File: config.mk
export PLATFORM = sky130hd
export DESIGN_NAME = alu_scalar_sched
export DESIGN_NICKNAME = d
export VERILOG_FILES = /design/src/rtl/alu_sched_pkg.sv /design/src/rtl/alu_scalar_sched_rr_arbiter.sv /design/src/rtl/alu_scalar_sched.sv
export SDC_FILE = /design/constraint.sdc
export NUM_CORES = 1
export LEC_CHECK = 0
export BUFFER_PORTS_ARGS = -buffer_cell sky130_fd_sc_hd__buf_2
export CAP_MARGIN = 25
export CORE_AREA = 3 3 167 169
export CTS_BUF_LIST = sky130_fd_sc_hd__clkbuf_4 sky130_fd_sc_hd__clkbuf_8
export CTS_CLUSTER_DIAMETER = 40
export DETAILED_ROUTE_END_ITERATION = 8
export DIE_AREA = 0 0 170 172
export SETUP_SLACK_MARGIN = 0.05
export SYNTH_ARGS = -nofsm -noshare
export SYNTH_HDL_FRONTEND = slang
export SYNTH_HIERARCHICAL = 1
export SYNTH_SLANG_ARGS = --single-unit
File: constraint.sdc
create_clock -name clk -period 4.3 [get_ports clk]
set_input_delay 0.43 -clock clk [delete_from_list [all_inputs] [get_ports clk]]
set_output_delay 0.43 -clock clk [all_outputs]
set_load 0.01 [all_outputs]
File: src/rtl/alu_sched_pkg.sv
// Shared types, opcodes and latency helper for the scalar ALU scheduler.
package alu_sched_pkg;

  localparam int unsigned SEL_W  = 3;
  localparam int unsigned FLAG_W = 4;

  typedef enum logic [1:0] {
    IDLE = 2'd0,
    EXEC = 2'd1,
    RESP = 2'd2
  } state_t;

  localparam logic [SEL_W-1:0] OP_MUL = 3'd4;
  localparam logic [SEL_W-1:0] OP_DIV = 3'd5;
  localparam logic [SEL_W-1:0] OP_MOD = 3'd6;

  // Number of cycles the ALU inputs must be held for a given opcode.
  function automatic int unsigned op_latency(input logic [SEL_W-1:0] sel,
                                             input int unsigned       mul_lat,
                                             input int unsigned       div_lat);
    int unsigned lat;
    lat = 1;
    case (sel)
      OP_MUL:         lat = mul_lat;
      OP_DIV, OP_MOD: lat = div_lat;
      default:        lat = 1;
    endcase
    return lat;
  endfunction

endpackage

File: src/rtl/alu_scalar_sched_rr_arbiter.sv
// Combinational round-robin arbiter: first requester at or after i_ptr wins.
module rr_arbiter #(
  parameter int unsigned N_REQ = 4,
  parameter int unsigned PTR_W = $clog2(N_REQ)
) (
  input  logic [N_REQ-1:0] i_req,
  input  logic [PTR_W-1:0] i_ptr,
  output logic [N_REQ-1:0] o_grant,
  output logic [PTR_W-1:0] o_grant_idx,
  output logic             o_any
);

  logic [PTR_W:0]   w_sum;
  logic [PTR_W-1:0] w_idx;

  // Scan from the pointer with wrap; keep the first hit.
  always_comb begin
    o_grant     = '0;
    o_grant_idx = '0;
    o_any       = 1'b0;
    w_sum       = '0;
    w_idx       = '0;
    for (int unsigned k = 0; k < N_REQ; k++) begin
      w_sum = {1'b0, i_ptr} + (PTR_W+1)'(k);
      if (w_sum >= (PTR_W+1)'(N_REQ)) begin
        w_sum = w_sum - (PTR_W+1)'(N_REQ);
      end
      w_idx = w_sum[PTR_W-1:0];
      if (!o_any && i_req[w_idx]) begin
        o_any          = 1'b1;
        o_grant[w_idx] = 1'b1;
        o_grant_idx    = w_idx;
      end
    end
  end

endmodule

File: src/rtl/alu_scalar_sched.sv
// Shares one external combinational ALU between N_REQ requesters with
// round-robin arbitration and a per-opcode hold latency.
module alu_scalar_sched
  import alu_sched_pkg::*;
#(
  parameter int unsigned N_REQ   = 4,
  parameter int unsigned WIDTH   = 32,
  parameter int unsigned MUL_LAT = 2,
  parameter int unsigned DIV_LAT = 4
) (
  input  logic                   clk,
  input  logic                   rst,
  input  logic [N_REQ-1:0]       req_valid,
  output logic [N_REQ-1:0]       req_ready,
  input  logic [N_REQ*WIDTH-1:0] req_a,
  input  logic [N_REQ*WIDTH-1:0] req_b,
  input  logic [N_REQ*SEL_W-1:0] req_sel,
  output logic [N_REQ-1:0]       resp_valid,
  input  logic [N_REQ-1:0]       resp_ready,
  output logic [WIDTH-1:0]       resp_data,
  output logic [FLAG_W-1:0]      resp_flags,
  output logic [WIDTH-1:0]       alu_a,
  output logic [WIDTH-1:0]       alu_b,
  output logic [SEL_W-1:0]       alu_sel,
  input  logic [WIDTH-1:0]       alu_c,
  input  logic [FLAG_W-1:0]      alu_flags,
  output logic                   busy
);

  localparam int unsigned PTR_W   = $clog2(N_REQ);
  localparam int unsigned MAX_LAT = (MUL_LAT > DIV_LAT) ? MUL_LAT : DIV_LAT;
  localparam int unsigned CNT_W   = $clog2(MAX_LAT + 1);

  state_t             r_state;
  state_t             w_state_nxt;
  logic [PTR_W-1:0]   r_rr_ptr;
  logic [PTR_W-1:0]   r_owner;
  logic [CNT_W-1:0]   r_cnt;
  logic [WIDTH-1:0]   r_alu_a;
  logic [WIDTH-1:0]   r_alu_b;
  logic [SEL_W-1:0]   r_alu_sel;
  logic [N_REQ-1:0]   r_resp_valid;
  logic [WIDTH-1:0]   r_resp_data;
  logic [FLAG_W-1:0]  r_resp_flags;
  logic               r_busy;

  logic [N_REQ-1:0]   w_grant;
  logic [PTR_W-1:0]   w_grant_idx;
  logic               w_any;
  logic [WIDTH-1:0]   w_a;
  logic [WIDTH-1:0]   w_b;
  logic [SEL_W-1:0]   w_sel;
  logic [CNT_W-1:0]   w_lat;
  logic               w_req_hs;
  logic               w_cnt_done;
  logic               w_resp_hs;
  logic [PTR_W-1:0]   w_ptr_nxt;

  rr_arbiter #(
    .N_REQ (N_REQ),
    .PTR_W (PTR_W)
  ) u_arb (
    .i_req       (req_valid),
    .i_ptr       (r_rr_ptr),
    .o_grant     (w_grant),
    .o_grant_idx (w_grant_idx),
    .o_any       (w_any)
  );

  // Operand mux for the granted requester.
  always_comb begin
    w_a   = '0;
    w_b   = '0;
    w_sel = '0;
    for (int unsigned i = 0; i < N_REQ; i++) begin
      if (w_grant[i]) begin
        w_a   = req_a[i*WIDTH +: WIDTH];
        w_b   = req_b[i*WIDTH +: WIDTH];
        w_sel = req_sel[i*SEL_W +: SEL_W];
      end
    end
  end

  assign w_lat      = CNT_W'(op_latency(w_sel, MUL_LAT, DIV_LAT));
  assign w_req_hs   = (r_state == IDLE) && w_any;
  assign w_cnt_done = (r_state == EXEC) && (r_cnt == CNT_W'(1));
  assign w_resp_hs  = (r_state == RESP) && resp_ready[r_owner];
  assign w_ptr_nxt  = (r_owner == PTR_W'(N_REQ - 1)) ? '0 : r_owner + PTR_W'(1);

  // Grant is visible only while idle; the arbiter output is zero with no requests.
  assign req_ready  = (r_state == IDLE) ? w_grant : '0;

  // Next-state logic.
  always_comb begin
    w_state_nxt = r_state;
    case (r_state)
      IDLE:    if (w_any)                w_state_nxt = EXEC;
      EXEC:    if (r_cnt == CNT_W'(1))   w_state_nxt = RESP;
      RESP:    if (resp_ready[r_owner])  w_state_nxt = IDLE;
      default:                           w_state_nxt = IDLE;
    endcase
  end

  // State register.
  always_ff @(posedge clk) begin
    if (rst) begin
      r_state <= IDLE;
    end else begin
      r_state <= w_state_nxt;
    end
  end

  // Operand latch, hold counter, result capture and pointer update.
  always_ff @(posedge clk) begin
    if (rst) begin
      r_rr_ptr     <= '0;
      r_owner      <= '0;
      r_cnt        <= '0;
      r_alu_a      <= '0;
      r_alu_b      <= '0;
      r_alu_sel    <= '0;
      r_resp_valid <= '0;
      r_resp_data  <= '0;
      r_resp_flags <= '0;
      r_busy       <= 1'b0;
    end else begin
      if (w_req_hs) begin
        r_alu_a   <= w_a;
        r_alu_b   <= w_b;
        r_alu_sel <= w_sel;
        r_owner   <= w_grant_idx;
        r_cnt     <= w_lat;
        r_busy    <= 1'b1;
      end
      if (r_state == EXEC) begin
        r_cnt <= r_cnt - CNT_W'(1);
      end
      if (w_cnt_done) begin
        r_resp_data  <= alu_c;
        r_resp_flags <= alu_flags;
        r_resp_valid <= N_REQ'(1) << r_owner;
      end
      if (w_resp_hs) begin
        r_resp_valid <= '0;
        r_rr_ptr     <= w_ptr_nxt;
        r_busy       <= 1'b0;
      end
    end
  end

  assign alu_a      = r_alu_a;
  assign alu_b      = r_alu_b;
  assign alu_sel    = r_alu_sel;
  assign resp_valid = r_resp_valid;
  assign resp_data  = r_resp_data;
  assign resp_flags = r_resp_flags;
  assign busy       = r_busy;

endmodule

* Yosys cells after proc, flatten, opt, wreduce, memory -nomap -nowiden
Index checks and enable logic that the tools add are counted.
** Storage, ports and cells
- Logic and storage cells :: 120
- Output and inout port bits :: 112
- Input port bits :: 314
- Register bits after elaboration :: 117
** Operators by class
- Bitwise logic cells :: 3
- Reductions and logical operators :: 18
- Eq/ne operators :: 10
- Order comparisons :: 13
- Shift operators :: 1
- Add/subtract/negate cells :: 9
- Multiplexer cells :: 55
** Operator list (number)
- 32-bit two-way mux :: 8
- 2-bit two-way mux :: 12
- 4-bit two-way mux :: 5
- 3-bit two-way mux :: 6
- 2-bit by 3-bit < comparator with 1-bit output, second input constant :: 5
- 1-bit two-way mux :: 13
- 4-bit bitwise OR :: 3
- 1-bit binary-select mux with 2-bit select :: 5
- 1-bit logical AND :: 10
- 3-bit equality test, second input constant :: 3
- 3-bit >= comparator, second input constant :: 3
- 1-bit demux with 2-bit select :: 4
- 2-bit by 1-bit >= comparator with 1-bit output, second input constant :: 4
- 2-bit by 1-bit subtractor with 2-bit output, second input constant :: 4
- 2-bit by 2-bit adder with 3-bit output, second input constant :: 2
- 2-bit case mux with 3 select lines :: 1
- 3-bit case mux with 2 select lines :: 1
- 2-bit equality test, second input constant :: 2
- 2-bit by 1-bit != test with 1-bit output, second input constant :: 2
- 2-bit OR reduction :: 2
- 1-bit by 2-bit left shift with 4-bit output, first input constant :: 1
- 2-bit by 1-bit adder with 3-bit output, second input constant :: 1
- 3-bit by 1-bit equality test with 1-bit output, second input constant :: 1
- 2-bit by 3-bit >= comparator with 1-bit output, second input constant :: 1
- 8 further kinds :: 10

* Depth between registers and ports, before layout
Gate-level depths: netlist of the first run.
- Depth in word-level cells :: 23
- Depth in mapped cells :: 15
- Mapped depth without buffers :: 10

* Hierarchy
Netlist of the first run, hierarchy kept.
** Modules (own cells, without submodules)
- alu_scalar_sched :: cells each 792, area each 7292.0 sq um, instances 1, sequential area each 2342.2 sq um
- rr_arbiter :: cells each 45, area each 421.7 sq um, instances 1, sequential area each 0.0 sq um

* Least setup slack after synthesis of the first run
Ideal clock, no wire load.
- Path kind :: reg-to-output
- Start point :: reg r_rr_ptr[0]
- End point :: out req_ready[3]
- Buffers on the path :: 5
- Data arrival time :: 2752 ps
- Cell stages (with the launch flop) :: 13
- Data required time :: 3870 ps
- Path slack :: 1118 ps
- Path through :: dfxtp_1 -> buf_6 -> inv_1 -> ha_1 -> mux4_2 -> buf_6 -> and2b_2 -> a22oi_1 -> o21ai_0 -> buf_6 -> buf_6 -> clkbuf_1 -> and2_1
** On the way
- Cells in the longest elaborated chain, start to end :: 15
- Elaborated cells between the ends (all ways) :: 60
- Those cells by class :: add/sub (7); order compare (12); mux (28); bitwise (3); reduce/logical (10)
** RTL lines
- from (decl) :: RTL line alu_scalar_sched.sv:36 : logic [PTR_W-1:0] r_rr_ptr;
- from (signal assigned) :: RTL line alu_scalar_sched.sv:145 : r_rr_ptr <= w_ptr_nxt;
- branches (longest 13 deep; another with 2-bit by 1-bit adder with 3-bit output)
- 4-bit two-way mux (*) :: RTL line alu_scalar_sched_rr_arbiter.sv:29 : if (!o_any && i_req[w_idx]) begin
- named net w_grant[3] :: RTL line alu_scalar_sched.sv:47 : logic [N_REQ-1:0] w_grant;
- 4-bit two-way mux (*) :: RTL line alu_scalar_sched.sv:91 : assign req_ready = (r_state == IDLE) ? w_grant : '0;
- to (decl) :: RTL line alu_scalar_sched.sv:14 : output logic [N_REQ-1:0] req_ready,
Mark *: on every way through the listed nets, which the timed path passes. The select of a mux whose other input is x is not followed.

* Worst setup path after layout of the first run
- Start point :: reg r_rr_ptr[1]
- End point :: out req_ready[2]
The elaborated chain is that of the path after synthesis.

==> reports/qor.yml, run 1 <==
floorplan:
  core-area_mm2: 0.0267
  rows: 60
  dieHeight_um: 172
  pin_count: 426
  die_w_um: 170
  start_util_pct: 28.9
  dieArea_mm2: 0.0292
pwr:
  peakVddDrop_mv: 0.261
  powerDensity_mw_per_mm2: 432
  p_leak_uw: 0.00472
  p_total_uw: 4350
layout:
  instances_no_fill: 1565
  num-nets-final: 1535
  final_common_cell: "buf_2"
  final_area_mm2: 0.0101
  most-common-layout-cells: "buf_2 (424), dfxtp_1 (117), a21oi_1 (112)"
  syn_to_final_growth_pct: 30.8
  fillerInstances: 2809
  drive_gt1_share_pct: 49.9
detailed_routing:
  drt_iter0_drc: 363
  vias: 7844
  first_pass_iters: 4
  ant_nets: 0
  post_drt_wl_per_cell_um: 17.9
  remaining_drc_errors: 0
  viasPerCell: 5.01
  drt-total-wl_um: 28000
clock_tree:
  cts.htree.levels: 4
  cts.clk_slew.worst_paths_ps: 90
  postCtsSetupRepairBufs: 0
  clk_latency_ps: 440
  clock_sinks: 117
  cts_root_buf: "clkbuf_8"
  cts_buffer_depth: 2
  post_cts_resized: 0
  cts_made_buffers: 17
  holdBufCountCts: 0
  cts_tree: "done"
setup_path:
  cp-start-kind: "flop"
  crit_chain: "inv_1, ha_1, mux4_2, and2b_2, a22oi_1, o21ai_4, and2_1, buf_2"
  reg2reg_depth: 11
  cp_slowest_cell: "o21ai_4"
  cp_max_fo: 23
  crit_type: "flop to output pin"
  worstPathArrival_ps: 3350
  endpoint_kind: "output pin"
  cp_slowest_stage_delay_ps: 650
  cp.required_ps: 3870
sta:
  slew_violations: 0
  timing.final.hold_violations: 0
  tightestPinTransition_ps: 983
  relSlewSlack_pct: 34.5
  timing.final.crit_period_ps: 3780
  setup-tns-final_ps: 0
  hold_ws_ps: 221
  fin_skew_ps: 18.9
  fin_crit_sh_pct: 87.9
  fmax_ghz: 0.265
  finalSetupViolations: 0
  rsz0062_at_grt: "false"
logic_synthesis:
  yosys.area_share.simple_pct: 11.6
  async_flop_share_pct: 0
  synth_top_cell_area_share_pct: 30.4
  synth_edf_count: 0
  synth_compound_gate_area_share_pct: 40.0
  synthFlopType: "dfxtp_1"
  synth-xor-area-share_pct: 0.114
  synthCells: 837
  ys_seq_elements: 117
  synth.area.top_cells: "dfxtp_1 (30%), a221oi_2 (11%), a211oi_2 (9.9%)"
  synth_area_mm2: 0.00771
  synthMuxAreaShare_pct: 2.24
  synth_top_family_by_area: "compound AO/OA/AOI/OAI gates"
  yosys_warnings: 6
  yosysSeqAreaShare_pct: 30.4
  avgSynthCellArea_um2: 9.22
  mappedNetlistNets: 1162
  synth.distinct_cells: 55
  synth_top_area_cell: "dfxtp_1"
  synthAdderAreaFrac_pct: 1.78
placed_design:
  detailed_place.area_mm2: 0.00968
  io_buffers: 425
  dp_hpwl_um: 20700
  place.gp.congestion: 0.880
  placedCellCount: 1532
min_path:
  holdPathStages: 3
  min_path_type: "input port to flop"
flow_run:
  cap_violations: 0
status:
  status: "finished clean"
global_route:
  grt_pass1_vias: 7599
  grt_usage_pct: 18.2
  grt_max_degree: 86
  grt_pass1_wl_um: 41900
  grt-ovfl-total: 0
  grt_antenna_before_repair: 4
synthesized netlist by cell type (2+ instances only):
library cell,instances
buf_2,8
buf_6,11
dlygate4sd1_1,4
nand2_1,97
nor2_1,74
ha_1,11
nor3b_1,2
o211ai_1,2
nand2b_1,6
clkbuf_1,23
o21ai_0,7
mux2_2,2
and2_1,4
nand3b_1,2
a211o_1,63
nor2_2,2
a21oi_1,112
buf_12,7
clkbuf_8,23
inv_1,70
a211oi_1,8
dfxtp_1,117
a221oi_1,6
a22oi_1,9
a211oi_2,61
a221oi_2,59
mux2i_1,3
mux4_2,3
mux4_1,2
buf_4,7
o22ai_1,2
nor2b_1,7
worst max-delay path: cells and delay by family, from the launching register on:
kind,cells,cell delay [ps]
compound gates,2,760
fa+ha+maj,1,370
buf+inv,2,280
flops,1,520
mux,1,440
simple gates,2,540
registers in the layout (all words and copies together), names as in the netlist:
| signal | count |
|---|---|
| alu_a | 32 |
| alu_b | 32 |
| alu_sel | 3 |
| busy | 1 |
| r_cnt | 3 |
| r_owner | 2 |
| r_rr_ptr | 2 |
| r_state | 2 |
| resp_data | 32 |
| resp_flags | 4 |
| resp_valid | 4 |
worst paths after layout:
check                start       endpoint  slack (ps)
max            r_rr_ptr[1]   req_ready[2]         520
min               alu_c[5]   resp_data[5]         220
max reg2reg    r_rr_ptr[1]      alu_b[16]         560
min reg2reg  resp_flags[3]  resp_flags[3]         450
stage by stage:
step	setup slack, ps	util [%]
6_report	522	37.7
5_1_grt	249	37.7
4_1_cts	479	37.7
3_5_place_dp	596	36.2
3_3_place_gp	767	36.2
2_1_floorplan	1120	-
power breakdown:
part           internal, uW  switching, uW
Combinational           780           1070
Sequential             1300            124
Clock                   533            547
Total                  2610           1740
cell type report:
| class | count | area, um^2 | share of cell area, % |
|---|---|---|---|
| diodes | 1 | 2.50 | 0.0248 |
| clock buffers | 17 | 234 | 2.32 |
| clock inverters | 15 | 173 | 1.71 |
| inverters | 70 | 263 | 2.61 |
| multi-input cells | 565 | 4340 | 43.0 |
| flip-flops and latches | 117 | 2340 | 23.2 |
| well taps | 341 | 427 | 4.23 |
| repair buffers | 439 | 2310 | 22.9 |
per-layer routing:
| metal | routed length [um] | share of wire [%] | GRT usage [%] | vias up |
|---|---|---|---|---|
| met5 | 31 | 0.11 | 0 | - |
| met4 | 449 | 1.6 | 4.76 | 6 |
| met3 | 2030 | 7.3 | 5.14 | 37 |
| met2 | 13700 | 49 | 31.2 | 305 |
| met1 | 11800 | 42 | 22.5 | 3701 |
| li1 | - | - | - | 3795 |
logic make-up after synthesis:
family / Yosys count
AOI/OAI and AO/OA: 338
xor gates and xnor gates: 1
adders and majority gates: 11
buffers and inverters: 155
DFF: 117
muxes: 10
and+or+nand+nor: 205
No activity file was read; power rests on OpenSTA's default activity.
==> inputs of run 2 (changes only) <==
PLACE_DENSITY_LB_ADDON = 0.1   (was not set)
==> reports/qor.yml, run 2 (synthesis gave the netlist of run 1 again) <==
layout:
  final-seq-area_mm2: 0.00234
  num-nets-final: 1537
  final_area_mm2: 0.0101
  most-common-layout-cells: "buf_2 (424), dfxtp_1 (117), a21oi_1 (112)"
  drive_gt1_share_pct: 50.0
  multi_input_area_mm2: 0.00433
  syn_to_final_growth_pct: 31.1
  fillerInstances: 2819
  final_common_cell: "buf_2"
floorplan:
  dieArea_mm2: 0.0292
  core-area_mm2: 0.0267
  die_w_um: 170
  start_util_pct: 28.9
  pin_count: 426
  rows: 60
  dieHeight_um: 172
detailed_routing:
  vias: 7669
  ant_nets: 0
  drt-total-wl_um: 28900
  viasPerCell: 4.88
  drt_iter0_drc: 423
  post_drt_wl_per_cell_um: 18.4
  first_pass_iters: 4
  remaining_drc_errors: 0
placed_design:
  dp_hpwl_um: 21000
  io_buffers: 425
  detailed_place.area_mm2: 0.00969
  place.gp.congestion: 0.834
sta:
  finalSetupViolations: 0
  slew_violations: 0
  relSlewSlack_pct: 30.3
  timing.final.crit_period_ps: 3950
  setup-tns-final_ps: 0
  rsz0062_at_grt: "false"
  fmax_ghz: 0.253
  tightestPinTransition_ps: 1040
  fin_crit_sh_pct: 91.9
  timing.final.hold_violations: 0
  fin_skew_ps: 19.4
setup_path:
  worstPathArrival_ps: 3520
  crit_chain: "inv_1, ha_1, mux4_2, and2b_2, a22oi_1, o21ai_4, and2_1, buf_2"
  cp_max_fo: 37
  timing.rr.start: "r_rr_ptr[1]"
  crit_type: "flop to output pin"
  r2r-end: "r_cnt[1]"
  endpoint_kind: "output pin"
  reg2reg_slack_ps: 550
  cp.required_ps: 3870
  cp-start-kind: "flop"
  cp_slowest_cell: "o21ai_4"
  cp_slowest_stage_delay_ps: 820
  reg2reg_depth: 10
global_route:
  grt_usage_pct: 18.6
  grt_pass1_wl_um: 42600
  grt_pass1_vias: 7495
  grt_antenna_before_repair: 3
  grt_max_degree: 73
  grt-ovfl-total: 0
clock_tree:
  cts_made_buffers: 17
  post_cts_resized: 0
  cts_tree: "done"
  postCtsSetupRepairBufs: 0
  cts.htree.levels: 4
  clk_latency_ps: 450
  cts_buffer_depth: 2
  holdBufCountCts: 0
  cts.clk_slew.worst_paths_ps: 100
  clock_sinks: 117
  cts_root_buf: "clkbuf_8"
min_path:
  hold_end: "resp_data[28]"
  holdPathStages: 3
  hp-start: "alu_c[28]"
  min_path_type: "input port to flop"
pwr:
  pwr-share-seq_pct: 32.4
  peakVddDrop_mv: 0.150
  p_switching_uw: 1820
  pwr-share-comb_pct: 43.0
  internal_power_uw: 2530
  p_sw_share_pct: 41.9
  powerDensity_mw_per_mm2: 430
  p_clk_share_pct: 24.6
  p_leak_uw: 0.00473
status:
  status: "finished clean"
flow_run:
  cap_violations: 0
[run 2: cell type report]
cell class | count | area share [%]
diodes | 4 | 0.0990
clock buffers | 17 | 2.31
multi-input cells | 565 | 42.9
repair buffers | 441 | 23.0
clock inverters | 15 | 1.78
well taps | 341 | 4.22
flip-flops and latches | 117 | 23.2
inverters | 70 | 2.60
[run 2: worst max path at each step]
stage,from,depth (start not counted),end
detailed placement,r_rr_ptr[1],10,r_cnt[1]
CTS,r_rr_ptr[1],8,req_ready[3]
finish,r_rr_ptr[1],8,req_ready[3]
global placement,r_rr_ptr[1],10,r_cnt[1]
floorplan,r_rr_ptr[0],12,req_ready[3]
global route,r_rr_ptr[1],8,req_ready[3]
[run 2: layer usage]
metal	wire length [um]	global-route usage, %
met5	0	0
met4	469	5.75
met3	1900	4.87
met2	14000	31.3
met1	12600	23.5
[run 2: critical path, delay by kind of cell (launching register included)]
kind / cells / cell delay, ps
simple gates: 2 / 540
fa+ha+maj: 1 / 380
compound gates: 2 / 920
mux: 1 / 440
buf+inv: 2 / 280
flops: 1 / 500
[run 2: through the flow]
step / power, uW / cells / hold WS (ps) / utilization, % / worst slack, ps
2_1_floorplan: 2770 / 837 / 481 / - / 1120
3_3_place_gp: 3320 / 1534 / 439 / 36.3 / 676
3_5_place_dp: 3330 / 1534 / 444 / 36.3 / 583
4_1_cts: 4430 / 1566 / 156 / 37.8 / 327
5_1_grt: 4670 / 1569 / 153 / 37.8 / 74.4
6_report: 4350 / 1570 / 197 / 37.8 / 349
[run 2: power by group through the flow]
stage               combinational [uW]  clock (uW)  sequential (uW)
CTS                               1900        1120             1410
floorplan                         1250           0             1520
global placement                  1890           0             1430
finish                            1870        1070             1410
detailed placement                1900           0             1430
global route                      2060        1180             1440
